<file path="src/rtl/counter_mode_sched_pkg.sv">
// rtl/counter_mode_sched_pkg.sv - shared mode constants and FSM state type for the mode scheduler
//
// Purpose : constants and types used by counter_mode_sched and sched_mem.
// Contents: MODE_A/B/C are the legal counter modes; MODE_IDLE is what the
//           counter sees whenever no schedule is playing.
//           state_t is the two-state playback FSM encoding.
package counter_sched_pkg;

   localparam logic [1:0] MODE_A    = 2'd1;
   localparam logic [1:0] MODE_B    = 2'd2;
   localparam logic [1:0] MODE_C    = 2'd3;
   localparam logic [1:0] MODE_IDLE = MODE_A;

   typedef enum logic {
      S_IDLE,
      S_RUN
   } state_t;

endpackage

</file>
<file path="src/rtl/counter_mode_sched_mem.sv">
// rtl/counter_mode_sched_mem.sv - schedule register file, one (mode, duration) pair per entry
//
// Purpose : DEPTH x (2+DUR_W) register file, synchronous write, asynchronous read.
// Ports   : clk, rst    - clock, synchronous active-low reset (entries -> mode 1, dur 1)
//           we          - write enable (already qualified by the caller)
//           waddr       - entry to write
//           wmode, wdur - data written
//           raddr       - entry to read
//           rmode, rdur - combinational read data
module sched_mem
   import counter_sched_pkg::*;
#(
   parameter int DEPTH = 8,
   parameter int DUR_W = 8,
   parameter int IDX_W = $clog2(DEPTH)
) (
   input  logic             clk,
   input  logic             rst,
   input  logic             we,
   input  logic [IDX_W-1:0] waddr,
   input  logic [1:0]       wmode,
   input  logic [DUR_W-1:0] wdur,
   input  logic [IDX_W-1:0] raddr,
   output logic [1:0]       rmode,
   output logic [DUR_W-1:0] rdur
);

   logic [1:0]       mode_q [DEPTH];
   logic [DUR_W-1:0] dur_q  [DEPTH];

   always_ff @(posedge clk) begin
      if (!rst) begin
         for (int i = 0; i < DEPTH; i++) begin
            mode_q[i] <= MODE_A;
            dur_q[i]  <= DUR_W'(1);
         end
      end else if (we) begin
         mode_q[waddr] <= wmode;
         dur_q[waddr]  <= wdur;
      end
   end

   assign rmode = mode_q[raddr];
   assign rdur  = dur_q[raddr];

endmodule

</file>
<file path="src/rtl/counter_mode_sched.sv">
// rtl/counter_mode_sched.sv - plays a programmed (mode, duration) schedule onto the display counter mode input
//
// Purpose : sequences the counter's 2-bit mode input from a schedule of
//           (mode, duration) entries, once or looping.
// Ports   : clk, rst           - clock, synchronous active-low reset
//           cfg_we/addr/mode/dur - schedule entry write (IDLE only, mode != 0)
//           cfg_err            - one-cycle pulse after a rejected write
//           num_entries        - entries to play, clamped to DEPTH, sampled at start
//           loop_en            - wrap to entry 0 after the last one, sampled at start
//           start, stop        - begin playback from IDLE / abort playback
//           mode_out           - registered mode to the counter, never 0
//           busy               - high while playing
//           done               - one-cycle pulse at the end of a non-looping run
//                                (also when started with zero entries)
//           cur_idx            - entry currently driving mode_out
module counter_mode_sched
   import counter_sched_pkg::*;
#(
   parameter int DEPTH = 8,
   parameter int DUR_W = 8,
   parameter int IDX_W = $clog2(DEPTH)
) (
   input  logic             clk,
   input  logic             rst,
   input  logic             cfg_we,
   input  logic [IDX_W-1:0] cfg_addr,
   input  logic [1:0]       cfg_mode,
   input  logic [DUR_W-1:0] cfg_dur,
   output logic             cfg_err,
   input  logic [IDX_W:0]   num_entries,
   input  logic             loop_en,
   input  logic             start,
   input  logic             stop,
   output logic [1:0]       mode_out,
   output logic             busy,
   output logic             done,
   output logic [IDX_W-1:0] cur_idx
);

   localparam logic [IDX_W:0] DEPTH_L = (IDX_W+1)'(DEPTH);

   state_t           state, state_nxt;
   logic [DUR_W-1:0] hold;
   logic [IDX_W:0]   n_lat;
   logic             loop_lat;

   logic             wr_ok;
   logic [IDX_W:0]   n_eff;
   logic             last_entry;
   logic             launch;
   logic             load;
   logic [IDX_W-1:0] load_idx;
   logic             enter_idle;
   logic             done_nxt;
   logic [1:0]       rd_mode;
   logic [DUR_W-1:0] rd_dur;

   // The schedule is frozen while playing, so mode/duration can be read
   // combinationally at the moment an entry is loaded.
   assign wr_ok = (state == S_IDLE) && (cfg_mode != 2'd0) &&
                  ({1'b0, cfg_addr} < DEPTH_L);

   assign n_eff      = (num_entries > DEPTH_L) ? DEPTH_L : num_entries;
   assign last_entry = ({1'b0, cur_idx} == (n_lat - 1'b1));
   assign busy       = (state == S_RUN);

   sched_mem #(
      .DEPTH (DEPTH),
      .DUR_W (DUR_W),
      .IDX_W (IDX_W)
   ) u_mem (
      .clk   (clk),
      .rst   (rst),
      .we    (cfg_we && wr_ok),
      .waddr (cfg_addr),
      .wmode (cfg_mode),
      .wdur  (cfg_dur),
      .raddr (load_idx),
      .rmode (rd_mode),
      .rdur  (rd_dur)
   );

   always_ff @(posedge clk) begin
      if (!rst) begin
         state <= S_IDLE;
      end else begin
         state <= state_nxt;
      end
   end

   always_comb begin
      state_nxt  = state;
      launch     = 1'b0;
      load       = 1'b0;
      load_idx   = '0;
      enter_idle = 1'b0;
      done_nxt   = 1'b0;
      case (state)
         S_IDLE: begin
            // stop on the same edge as start cancels the start
            if (start && !stop) begin
               if (n_eff != '0) begin
                  state_nxt = S_RUN;
                  launch    = 1'b1;
                  load      = 1'b1;
               end else begin
                  done_nxt = 1'b1;
               end
            end
         end
         S_RUN: begin
            if (stop) begin
               state_nxt  = S_IDLE;
               enter_idle = 1'b1;
            end else if (hold == '0) begin
               if (!last_entry) begin
                  load     = 1'b1;
                  load_idx = cur_idx + 1'b1;
               end else if (loop_lat) begin
                  load = 1'b1;
               end else begin
                  state_nxt  = S_IDLE;
                  enter_idle = 1'b1;
                  done_nxt   = 1'b1;
               end
            end
         end
         default: begin
            state_nxt = S_IDLE;
         end
      endcase
   end

   always_ff @(posedge clk) begin
      if (!rst) begin
         mode_out <= MODE_IDLE;
         cur_idx  <= '0;
         hold     <= '0;
         n_lat    <= '0;
         loop_lat <= 1'b0;
         done     <= 1'b0;
         cfg_err  <= 1'b0;
      end else begin
         done    <= done_nxt;
         cfg_err <= cfg_we && !wr_ok;
         if (launch) begin
            n_lat    <= n_eff;
            loop_lat <= loop_en;
         end
         if (load) begin
            cur_idx  <= load_idx;
            mode_out <= rd_mode;
            // hold counts the remaining extra cycles; dur 0 plays like dur 1
            hold     <= (rd_dur == '0) ? '0 : rd_dur - 1'b1;
         end else if (enter_idle) begin
            cur_idx  <= '0;
            mode_out <= MODE_IDLE;
         end else if (state == S_RUN) begin
            hold <= hold - 1'b1;
         end
      end
   end

endmodule

</file>
<file path="config.mk">
export PLATFORM = sky130hd
export DESIGN_NAME = counter_mode_sched
export DESIGN_NICKNAME = d
export VERILOG_FILES = /design/src/rtl/counter_mode_sched_pkg.sv /design/src/rtl/counter_mode_sched_mem.sv /design/src/rtl/counter_mode_sched.sv
export SDC_FILE = /design/constraint.sdc
export NUM_CORES = 1
export LEC_CHECK = 0
export CORE_AREA = 2 2 104 106
export DETAILED_ROUTE_END_ITERATION = 10
export DIE_AREA = 0 0 106 108
export GPL_TIMING_DRIVEN = 1
export PLACE_DENSITY = 0.72
export SYNTH_ARGS = -nofsm -noshare
export SYNTH_HDL_FRONTEND = slang
export SYNTH_HIERARCHICAL = 1
export SYNTH_SLANG_ARGS = --single-unit
</file>
<file path="constraint.sdc">
create_clock -name clk -period 9.67 [get_ports clk]
set_clock_uncertainty 0.2 [all_clocks]
set_input_delay 1.934 -clock clk [delete_from_list [all_inputs] [get_ports clk]]
set_output_delay 1.934 -clock clk [all_outputs]
set_load 0.03 [all_outputs]
</file>
==> impl_results.md, run 1 <==
- Outcome: completed
- Largest net degree at the start of global routing: 45
- Fin crit period: approximately 5600 ps
- Commonest cells post-synth: edfxtp_1, nor3_1, nor2_1, dfxtp_1, mux4_1
- CTS tree: done
- Die Wd: approximately 110 um
- Final nets: 457
- Initial antenna violation count: 0
- Clock-pin slew on the worst setup and hold paths: 90 ps
- DR vias: 3353
- Data arrival, critical path: 5610 ps
- CTS sink cnt: a little over 100
- Congestion Overflow GR: 0
- Pwr Density: 149 mW/mm2
- Post-synth top area share: 47.7%
- 1st-pass router iterations: 6
- Syn-to-layout area delta: 12.5%
- Post-synth ARST share: 0%
- Utilization after layout: 55.4%
- Post-CTS setup buffers: 0
- Top FF cell, synth: edfxtp_1
- EDFF count, synth: 80
- VDD IR max: 0.0698 mV
- Synthesized instance count: 399
- Yosys cell types: 56
- Synth area leaders: edfxtp_1, mux4_1, dfxtp_1
- Clk Latency, worst-skew pair: 370 ps
- #FFs+latches synth: 101
- Area leader, netlist: edfxtp_1
- Top-count cell post-synth: edfxtp_1
- Critical path fanouts, max: 21
- H-Tree Depth: 3
- Path depth of the worst reg2reg path: 17
- CTS resizes: 0
- Fin crit share: between 50% and 60%
- Root Driver: clkbuf_8
- CTS Buf Count: 9
- Max_cap viols: 0
- Worst Max-Slew Pin Slew: 927 ps
- Pleak: 1.92 nW
- Slew HR: around 38%
- # fillers: between 800 and 900
- Port bufs: 30
- Detail Placement HPWL: 6.96 mm
- Synthesized area: approximately 0.005 mm2
- Die Height: 108 um
- Ys Warns: 6
- Io pins: 31
- Drt total wl: 10.3 mm
- Drt via density: just under 6
- Fin. max-slew vios: 0
- Sequential-to-total area share from yosys stat: between 50% and 60%
- WP data required: 9700 ps
- Worst Setup Start Kind: input port
- Cts hold-fix bufs: 0
- Clk buf depth: 2
- RePlAce Congestion: 0.833
- Hold Vio Cnt, Final: 0
- Hold path startpoint: hold[3]
- Syn_area_per_cell: around 13 um2
- Worst hold path type: flop to flop
- Die area: 0.0114 mm2
- # DRC: 0
- Drt first-iter violations: between 200 and 250
- Initial Util: 49.3%
- Setup TNS: 0 ps
- Critical Setup Path Class: input port to flop
- F_max: between 150 and 200 MHz
- N_diodes: 0
- Unrepaired setup endpoints after global routing: false
- Setup crit end kind: flop
- Total track usage: about a fifth
- Worst r2r src: n_lat[0]
- Core area: between 0.01 and 0.015 mm2
- Vias in the first global route: 3316
- First-pass GRT wire length: 16.8 mm
- Antenna Nets Post-Route: 0
- Setup violations, final: 0
- Worst hold stages: 2
- Layout cells sized above 1: 12.2%
- Routed WL per cell: 18.1 um
- Rows: 37
- Critical Path Start: stop
- Syn Nets: around 430
==> critical path: stages <==
cell	delay, ps
clkdlybuf4s50_1	500
nor2_1	220
o21ai_0	160
nor2_2	120
buf_4	330
mux4_1	600
mux2_2	320
inv_1	70
ha_1	210
nand3b_1	150
nor4_1	560
nand2b_1	190
mux2_4	140
o221ai_2	80
==> layer usage <==
metal	share of wire [%]	GRT usage (%)	vias to the layer above
li1	-	-	1618
met1	45	25.3	1631
met2	50	32.0	95
met3	4.8	3.19	9
met4	0.82	4.32	0
met5	0	0	-
==> area by class of cell <==
class                      instances  area (um2)  area share (%)
clock buffer                      10         128            2.25
clock inverter                     6        43.8           0.772
inverter                          19        71.3            1.26
multi-input combinational        252        2010            35.5
sequential                       101        2820            49.8
tap                              136         170            3.00
timing repair buffer              46         420            7.42
==> worst paths after layout <==
path,end,slack (ps)
max reg2reg,hold[3],4880
max,hold[3],4090
min reg2reg,hold[3],340
min,hold[3],340
==> through the flow <==
stage / hold slack, ps / std cells / power, W / setup slack, ps / instance area [um2]
6_report: 340 / 570 / 0.000847 / 4090 / 5670
5_1_grt: 381 / 570 / 0.000881 / 3760 / 5670
4_1_cts: 348 / 570 / 0.000853 / 4110 / 5670
3_5_place_dp: 335 / 554 / 0.000613 / 3730 / 5500
3_3_place_gp: 306 / 554 / 0.000609 / 3820 / 5500
2_1_floorplan: 284 / 399 / 0.000576 / 4690 / 5040
==> registers in the layout, indices dropped and copies added, names as in the netlist <==
| name | flops |
|---|---|
| busy | 1 |
| cfg_err | 1 |
| cur_idx | 3 |
| done | 1 |
| hold | 8 |
| loop_lat | 1 |
| mode_out | 2 |
| n_lat | 4 |
| u_mem/dur_q | 64 |
| u_mem/mode_q | 16 |
==> logic make-up (layout without fill, tap and decap cells) <==
logic type / count (synthesis) / after routing / share of synthesized area [%]
AOI/OAI and AO/OA: 44 / 44 / 6.43
xor gates and xnor gates: 8 / 8 / 1.39
adders and majority gates: 5 / 5 / 1.24
buffers and inverters: 46 / 81 / 4.10
DFF: 101 / 101 / 56.0
muxes: 37 / 37 / 14.2
and+or+nand+nor: 158 / 158 / 16.7
==> power breakdown <==
part           switching [W]  total [W]  internal [W]
clock network       0.000148   0.000244     0.0000958
registers          0.0000107   0.000496      0.000485
logic              0.0000625   0.000107     0.0000448
total               0.000221   0.000847      0.000626
==> cells in the final DEF, fill, tap and decap left out, drive strengths merged, types with 2 or more instances in the layout <==
| cell | netlist | layout |
|---|---|---|
| xnor2 | 2 | 2 |
| clkbuf | 10 | 10 |
| or3 | 18 | 18 |
| o21ai | 16 | 16 |
| nand2 | 17 | 17 |
| mux2 | 12 | 12 |
| nand3b | 2 | 2 |
| mux4 | 20 | 20 |
| edfxtp | 80 | 80 |
| nor4 | 3 | 3 |
| nor3 | 73 | 73 |
| nand4b | 2 | 2 |
| clkdlybuf4s50 | 0 | 30 |
| nor2 | 22 | 22 |
| ha | 5 | 5 |
| o21a | 2 | 2 |
| nand4 | 3 | 3 |
| clkinv | 8 | 11 |
| o221a | 2 | 2 |
| nand3 | 5 | 5 |
| inv | 11 | 14 |
| o221ai | 5 | 5 |
| and3 | 2 | 2 |
| a22oi | 6 | 6 |
| buf | 17 | 16 |
| mux2i | 5 | 5 |
| xor2 | 6 | 6 |
| nand2b | 3 | 3 |
| or4 | 2 | 2 |
| a21oi | 3 | 3 |
| dfxtp | 21 | 21 |
No activity file was read; power rests on OpenSTA's default activity.
==> inputs of run 2 (changes only) <==
Settings changed: PLACE_DENSITY 0.72 to 0.74.
Clock period 9.67 ns to 4.7 ns, I/O delays scaled along.
==> run 2 against run 1 <==
Effect of this change: sequential power up 110%; count of clock-buffer cells in the layout is the same; worst hold slack got worse by 12 ps; largest power group unchanged.
==> impl_results.md, run 2 (synthesized netlist as in run 1, its figures left out) <==
- Outcome: completed
- Met2 GRT Util: a little under two fifths
- Die area: approximately 0.011 mm2
- Clock-pin slew on the worst setup and hold paths: 90 ps
- Vias in the first global route: 3438
- Cts hold-fix bufs: 0
- Fin area: 0.00574 mm2
- Io pins: 31
- CTS sink cnt: 101
- Largest registers: u_mem/dur_q (64), u_mem/mode_q (16), hold (8)
- Routed WL per cell: 19.4 um
- Critical Setup Path Class: flop to flop
- Pleak: slightly below 2 nW
- CP max stage delay: 660 ps
- Hold slack final: approximately 330 ps
- Met1 Use GR: 25.3%
- # DRC: 0
- Die Wd: 106 um
- Root Driver: clkbuf_8
- Core area: 0.0102 mm2
- Drt via density: 5.97
- Setup crit end kind: flop
- Clk Latency, worst-skew pair: 370 ps
- Slew HR: 35.4%
- Die Height: 108 um
- Drt first-iter violations: about 240
- Cell Area, Placed: 0.00554 mm2
- Port bufs: 30
- F_max: 229 MHz
- Setup violations, final: 0
- Fin crit share: between 90% and 100%
- H-Tree Depth: 3
- Fin. max-slew vios: 0
- Most frequent cells in the layout: edfxtp_1, nor3_1, clkdlybuf4s50_1, nor2_1, dfxtp_1
- Pwr Density: around 310 mW/mm2
- Worst Setup Start Kind: flop
- Final worst slack: about 330 ps
- GRT Max-Usage Layer: met2
- Rows: 37
- Final nets: 462
- Fin crit period: about 4400 ps
- Congestion Overflow GR: 0
- Grt met3 use: 4.10%
- Layout cells sized above 1: 13.2%
- Hold Vio Cnt, Final: 0
- Largest net degree at the start of global routing: 30
- 1st-pass router iterations: 4
- Setup Slack @ Placement: 91.7 ps
- Crit-path slowest cell: or4b_2
- Clk buf depth: 2
- # fillers: 836
- Tot Pwr: 0.00176 W
- Drt total wl: 11.2 mm
- Critical path fanouts, max: 21
- CTS Buf Count: 9
- Most common cell after layout, fill and taps aside: edfxtp_1
- DR vias: 3424
- Largest reg by FF count: u_mem/dur_q
- Data arrival, critical path: 4460 ps
- Cells along the critical path: inv_1 -> ha_1 -> xor2_1 -> nor4b_1 -> a31oi_2 -> o21ai_0 -> nor2_2 -> buf_12 -> mux4_1 -> mux2_2 -> nor2_1 -> nand3b_1 -> or4b_2 -> nand2_1 -> mux2i_1 -> o221ai_1
- Max_cap viols: 0
- Max FFs per register: 64
- N_diodes: 0
- VDD IR max: 0.168 mV
- Total track usage: 20.7%
- Utilization after layout: 56.1%
- RePlAce Congestion: 0.831
- Syn-to-layout area delta: 13.8%
- Detail Placement HPWL: around 7.6 mm
- Worst hold path type: flop to flop
- Initial Util: between 40% and 50%
- First-pass GRT wire length: 18.0 mm
- Antenna Nets Post-Route: 0
- Worst Max-Slew Pin Slew: around 960 ps
- Initial antenna violation count: 0
- WP data required: 4780 ps
- CTS tree: done
==> run 2: path summary, 6_finish.rpt <==
kind	startpoint	endpoint	slack [ps]	cells after the start
setup / recovery	n_lat[0]	hold[6]	330	16
hold reg to reg	hold[2]	hold[2]	330	2
hold / removal	hold[2]	hold[2]	330	2
setup reg to reg	n_lat[0]	hold[6]	330	16
==> run 2: critical path, delay by kind of cell, from the launching register on <==
kind,cells,cell delay (ps)
DFF,1,420
xor gates and xnor gates,1,210
and+or+nand+nor,6,1360
muxes,3,950
adders and majority gates,1,210
AOI/OAI and AO/OA,3,680
buffers and inverters,2,260
==> run 2: area by class of cell <==
| type | instances | area, um2 | area share, % |
|---|---|---|---|
| clock buffers | 10 | 128 | 2.23 |
| clock inverters | 5 | 41.3 | 0.720 |
| inverters | 19 | 71.3 | 1.24 |
| multi-input cells | 252 | 2020 | 35.2 |
| flip-flops and latches | 101 | 2820 | 49.2 |
| well taps | 136 | 170 | 2.97 |
| repair buffers | 51 | 483 | 8.42 |
==> run 2: routing by layer <==
metal  wire length, um  part of all wire, %  vias up
li1                  -                    -     1627
met1              4560                   41     1670
met2              5730                   51      110
met3               690                  6.2       17
met4               182                  1.6        0
met5                 0                    0        -
==> run 2: through the flow <==
stage / instances / setup TNS (ps)
floorplan: 399 / 0
global placement: 556 / 0
detailed placement: 556 / 0
CTS: 571 / 0
global route: 574 / -56.2
finish: 574 / 0
==> run 2: power breakdown <==
group | internal (W) | leakage [nW] | switching, W
registers | 0.000998 | 0.993 | 0.0000229
logic | 0.0000951 | 0.871 | 0.000137
clock network | 0.000198 | 0.0871 | 0.000309
total | 0.00129 | 1.95 | 0.000469
==> run 2: repair_timing <==
item,CTS,global route
gates resized for setup,0,1
hold endpoints to repair,0,0
endpoints found under the setup margin,0,8
buffers inserted,0,3
==> variant 1: new RTL, flow settings as in run 1 <==
Register the output `busy`, with the module's reset; this adds one clock of latency there. The other outputs are not delayed to match.
--- a/src/rtl/counter_mode_sched.sv
+++ b/src/rtl/counter_mode_sched.sv
@@ -62,7 +62,13 @@
 
    assign n_eff      = (num_entries > DEPTH_L) ? DEPTH_L : num_entries;
    assign last_entry = ({1'b0, cur_idx} == (n_lat - 1'b1));
-   assign busy       = (state == S_RUN);
+   always_ff @(posedge clk) begin
+      if (!rst) begin
+         busy <= '0;
+      end else begin
+         busy <= (state == S_RUN);
+      end
+   end
 
    sched_mem #(
       .DEPTH (DEPTH),
Function: changed (Yosys sat finds a counterexample within 4 cycles, from zero or initial values and one cycle with rst low).
==> variant 1 against run 1 <==
Setup slack worse by 0.65 ns; critical path depth grew 2; synthesized area is 0.52% lower; synthesized cell count increased by 1.3%; design area fell by 0.31%; sequential cell count is 1 higher; routed wire length increased by 4.6%; largest power group unchanged; total power grew 0.96%.
==> variant 1: results (changes against run 1) <==
The final instance count without filler cells came to 574 (was 570). The wire length of the first global-routing pass came to 17600 um (was 16800 um). The global-route usage over all layers is 19.9% (was 18.7%). The xor-xnor portion of the synthesized cell area was 1.05% (was 1.39%).

Ranking of synthesized cells by area: sky130_fd_sc_hd__edfxtp_1, sky130_fd_sc_hd__mux4_1, sky130_fd_sc_hd__dfxtp_1, sky130_fd_sc_hd__nor3_1, sky130_fd_sc_hd__or3_1 (was sky130_fd_sc_hd__edfxtp_1, sky130_fd_sc_hd__mux4_1, sky130_fd_sc_hd__dfxtp_1, sky130_fd_sc_hd__nor3_1, sky130_fd_sc_hd__mux2_2). The multi-input gate area in the final layout is 1980 um^2 (was 2010 um^2). The sequential share of cell area came to 50.3% (was 49.8%). The clock buffer count came out at 9 (was 10). The register-to-register setup slack came out at 4.46 ns (was 4.88 ns). Most instantiated cells after synthesis: sky130_fd_sc_hd__edfxtp_1, sky130_fd_sc_hd__nor3_1, sky130_fd_sc_hd__dfxtp_1, sky130_fd_sc_hd__mux4_1, sky130_fd_sc_hd__nand2_1 (was sky130_fd_sc_hd__edfxtp_1, sky130_fd_sc_hd__nor3_1, sky130_fd_sc_hd__nor2_1, sky130_fd_sc_hd__dfxtp_1, sky130_fd_sc_hd__mux4_1). The fraction of the mapped netlist area in compound gates came to 6.34% (was 6.43%). The slowest stage cell on the critical path is sky130_fd_sc_hd__mux4_1 (unchanged).

The count of TritonRoute iterations in the first routing pass is 4 (was 6). The worst slew slack as a fraction of its limit is 35.8% (was 37.8%). The number of unique standard cell types used by synthesis came out at 57 (was 56).

The worst-case reg-to-reg path depth is 18 (was 17). The met1 wire length came out at 4370 um (was 4620 um). The number of global-route vias before repair is 3411 (was 3316). The number of ordinary and repair buffers in the finished layout is 44 (was 46). The actual slew at the worst max-slew pin came out at 0.949 ns (was 0.927 ns).

The weighted congestion at the end of routability-driven global placement is 0.831 (was 0.833). The portion of netlist area occupied by mux cells came out at 12.7% (was 14.2%). The count of filler cells inserted in the layout was 879 (was 854). The net total in the final layout is 461 (was 457).

The clock tree root buffer cell is sky130_fd_sc_hd__clkbuf_8 (unchanged). The wire length on met2 is 5710 um (was 5110 um). The number of multi-input combinational cells is 257 (was 252). The fraction of area in clock buffers and inverters came out at 3.19% (was 3.02%). The met1 usage came out at 24.7% (was 25.3%). The buffering overhead is 7.17% (was 7.42%). The met2 track demand over resource in global routing came out at 35.6% (was 32.0%). The critical path endpoint was hold[2] (was hold[3]). Outcome: finished, final reports clean (unchanged).

The met3 usage in global routing is 3.62% (was 3.19%). The total instance count after detailed placement is 558 (was 554). The number of nets in the synthesized netlist came to 432 (was 427). The static leakage came to 0.00182 uW (was 0.00192 uW).

The via density per instance came to 5.95 (was 5.88). The largest voltage drop on the vdd net came to 0.0000806 V (was 0.0000698 V). The violation count after the first detailed-route iteration is 258 (was 218). The total detailed-routing wirelength was 10800 um (was 10300 um). The share of the yosys chip area belonging to registers is 56.7% (was 56.0%).
-- variant 1: cell count changes after synthesis, moves of 4 or more --
cell | run 1 | this run
sky130_fd_sc_hd__nand3b_1 | 2 | 7
sky130_fd_sc_hd__nand3_1 | 4 | 8
sky130_fd_sc_hd__buf_2 | 9 | 5
sky130_fd_sc_hd__a21oi_1 | 3 | 10
sky130_fd_sc_hd__nand2_1 | 16 | 20
sky130_fd_sc_hd__clkbuf_1 | 10 | 15
sky130_fd_sc_hd__mux2i_1 | 5 | 0
sky130_fd_sc_hd__o221ai_1 | 4 | 0
sky130_fd_sc_hd__nor2_1 | 22 | 12
sky130_fd_sc_hd__a22oi_1 | 6 | 1
-- variant 1: how the worst min path moves through the flow --
stage / slack, ns / endpoint / start / cells past startpoint
2_1_floorplan: 0.25 / n_lat[2] / n_lat[2] / 2
3_3_place_gp: 0.26 / n_lat[2] / n_lat[2] / 2
3_5_place_dp: 0.28 / n_lat[2] / n_lat[2] / 2
4_1_cts: 0.30 / n_lat[2] / n_lat[2] / 2
5_1_grt: 0.33 / n_lat[2] / n_lat[2] / 2
6_report: 0.30 / n_lat[2] / n_lat[2] / 2
-- variant 1: stage by stage --
| stage | setup WS [ns] | instance area [um^2] | utilization (%) | hold slack, ns |
|---|---|---|---|---|
| 4_1_cts | 3.46 | 5650 | 55.2 | 0.301 |
| 5_1_grt | 3.03 | 5650 | 55.2 | 0.326 |
| 3_3_place_gp | 3.22 | 5470 | 53.5 | 0.265 |
| 6_report | 3.45 | 5650 | 55.2 | 0.301 |
| 3_5_place_dp | 3.11 | 5470 | 53.5 | 0.278 |
| 2_1_floorplan | 4.01 | 5010 | - | 0.245 |
-- variant 1: power by group --
group	switching [uW]	internal [uW]
Sequential	9.70	492
Clock	154	97.6
Combinational	61.6	40.0
==> variant 2: new RTL, settings of run 1 <==
Made on the original files. `DUR_W` is set to 8 in 2 places; all go to 6.
--- a/src/rtl/counter_mode_sched_mem.sv
+++ b/src/rtl/counter_mode_sched_mem.sv
@@ -11,7 +11,7 @@
    import counter_sched_pkg::*;
 #(
    parameter int DEPTH = 8,
-   parameter int DUR_W = 8,
+   parameter int DUR_W = 6,
    parameter int IDX_W = $clog2(DEPTH)
 ) (
    input  logic             clk,
--- a/src/rtl/counter_mode_sched.sv
+++ b/src/rtl/counter_mode_sched.sv
@@ -17,7 +17,7 @@
    import counter_sched_pkg::*;
 #(
    parameter int DEPTH = 8,
-   parameter int DUR_W = 8,
+   parameter int DUR_W = 6,
    parameter int IDX_W = $clog2(DEPTH)
 ) (
    input  logic             clk,
Ports: changed (resized cfg_dur); port bits go from 31 to 29. No check against the original RTL was run, so the function may have changed too.
==> variant 2 against run 1 <==
Final cell count shrank 11%; sequential cell count shrank 18; design area decreased by 16%; synthesized area is 17% lower; routed wire length down 14%; total power fell by 16%; setup slack gained 0.063 ns; combinational power down 22%; die area unchanged; sequential power down 19%; largest cell class unchanged; largest power group unchanged.
==> variant 2: results (changes against run 1) <==
Outcome: finished, final reports clean (unchanged). Ranking of synthesized cells by area: sky130_fd_sc_hd__edfxtp_1, sky130_fd_sc_hd__mux4_1, sky130_fd_sc_hd__dfxtp_1, sky130_fd_sc_hd__nor3_1, sky130_fd_sc_hd__or3_1 (was sky130_fd_sc_hd__edfxtp_1, sky130_fd_sc_hd__mux4_1, sky130_fd_sc_hd__dfxtp_1, sky130_fd_sc_hd__nor3_1, sky130_fd_sc_hd__mux2_2). The largest voltage drop on the vdd net was 0.0000746 V (was 0.0000698 V).

The wire length of the first global-routing pass is 14900 um (was 16800 um). Largest regs: u_mem/dur_q x48, u_mem/mode_q x16, hold x6 (was u_mem/dur_q x64, u_mem/mode_q x16, hold x8). The average routed wire per standard cell came to 17.5 um (was 18.1 um). The design internal power came out at 526 uW (was 626 uW). The number of enable flip-flop cells after synthesis is 64 (was 80). The highest fanout seen on the critical path is 17 (was 21). The weighted congestion at the end of routability-driven global placement came out at 0.795 (was 0.833). The static leakage is 0.00161 uW (was 0.00192 uW).

The number of port buffers came out at 28 (was 30). The global-route usage over all layers came to 17.0% (was 18.7%). The via density per instance was 5.60 (was 5.88).

The final HPWL from detailed placement came out at 5910 um (was 6960 um). The share of cells above drive strength 1 was 11.9% (was 12.2%). The data arrival time of the worst path is 5.57 ns (was 5.61 ns). The number of global-route vias before repair is 2918 (was 3316).

Most instantiated cells after synthesis: sky130_fd_sc_hd__edfxtp_1, sky130_fd_sc_hd__nor3_1, sky130_fd_sc_hd__dfxtp_1, sky130_fd_sc_hd__or3_1, sky130_fd_sc_hd__mux4_1 (was sky130_fd_sc_hd__edfxtp_1, sky130_fd_sc_hd__nor3_1, sky130_fd_sc_hd__nor2_1, sky130_fd_sc_hd__dfxtp_1, sky130_fd_sc_hd__mux4_1). The count of TritonRoute iterations in the first routing pass was 4 (was 6). The number of nets in the synthesized netlist is 366 (was 427).

The placed instance area was 4600 um^2 (was 5500 um^2). The share of the yosys chip area belonging to registers came out at 54.8% (was 56.0%). The count of mapped cells out of synthesis came out at 339 (was 399). The violation count after the first detailed-route iteration was 269 (was 218). The total instance count after detailed placement came out at 490 (was 554). The via count came out at 2834 (was 3353). The actual slew at the worst max-slew pin is 1.14 ns (was 0.927 ns).
==> variant 2: cell types whose count changed after synthesis, moves of 5 or more <==
cell                       delta
sky130_fd_sc_hd__nor3_1      -18
sky130_fd_sc_hd__edfxtp_1    -16
sky130_fd_sc_hd__nor2_1       -9
sky130_fd_sc_hd__nor2b_1      +6
sky130_fd_sc_hd__buf_2        -5
sky130_fd_sc_hd__mux4_1       -5
sky130_fd_sc_hd__nand2_1      -5
==> variant 2: metrics by stage <==
stage	total power [uW]	setup WS (ns)	hold WS, ns
floorplan	465	4.50	0.257
global placement	492	3.86	0.264
detailed placement	494	3.78	0.268
CTS	718	4.15	0.279
global route	743	3.93	0.325
finish	714	4.16	0.280
==> variant 2: kinds of logic after synthesis <==
group	after synthesis	share of synthesized area [%]
flip-flops	83	54.8
buffers and inverters	41	4.70
XOR/XNOR	6	1.25
AND/OR/NAND/NOR	128	16.3
adder cells (fa/ha/maj)	6	1.79
AO/OA/AOI/OAI	50	8.84
multiplexers	25	12.3
==> variant 2: worst paths after layout <==
check | depth (start not counted) | start | endpoint | slack, ns
worst max register to register | 16 | hold[0] | hold[0] | 5.54
worst max-delay path | 14 | stop | hold[0] | 4.16
worst min-delay path | 2 | mode_out[1] | mode_out[1] | 0.28
worst min register to register | 2 | mode_out[1] | mode_out[1] | 0.28
==> variant 2: cell type report <==
| class | count | area, um^2 |
|---|---|---|
| clock buffer | 9 | 124 |
| clock inverter | 7 | 52.6 |
| fill | 925 | 5450 |
| inverter | 17 | 63.8 |
| multi-input combinational | 215 | 1700 |
| sequential | 83 | 2300 |
| tap | 136 | 170 |
| timing repair buffer | 39 | 363 |
==> variant 2: worst reg2reg max path, delay by kind of cell (launching register included) <==
| family | cells | cell delay [ns] |
|---|---|---|
| buffers and inverters | 3 | 0.53 |
| AOI/OAI and AO/OA | 3 | 0.67 |
| adders and majority gates | 2 | 0.34 |
| and+or+nand+nor | 6 | 1.09 |
| DFF | 1 | 0.32 |
| muxes | 2 | 0.89 |
==> variant 2: layer usage <==
metal / up-vias / track usage, % / wire [um]
li1: 1366 / - / -
met1: 1388 / 21.1 / 3880
met2: 66 / 29.5 / 4510
met3: 14 / 3.92 / 345
met4: 0 / 5.55 / 133
met5: - / 0 / 0
==> variant 2: power by group through the flow <==
stage	Clock [uW]	Sequential (uW)	Combinational, uW
floorplan	0	411	53.9
global placement	0	411	81.2
detailed placement	0	411	83.0
CTS	232	403	83.9
global route	246	404	92.4
finish	227	403	83.7
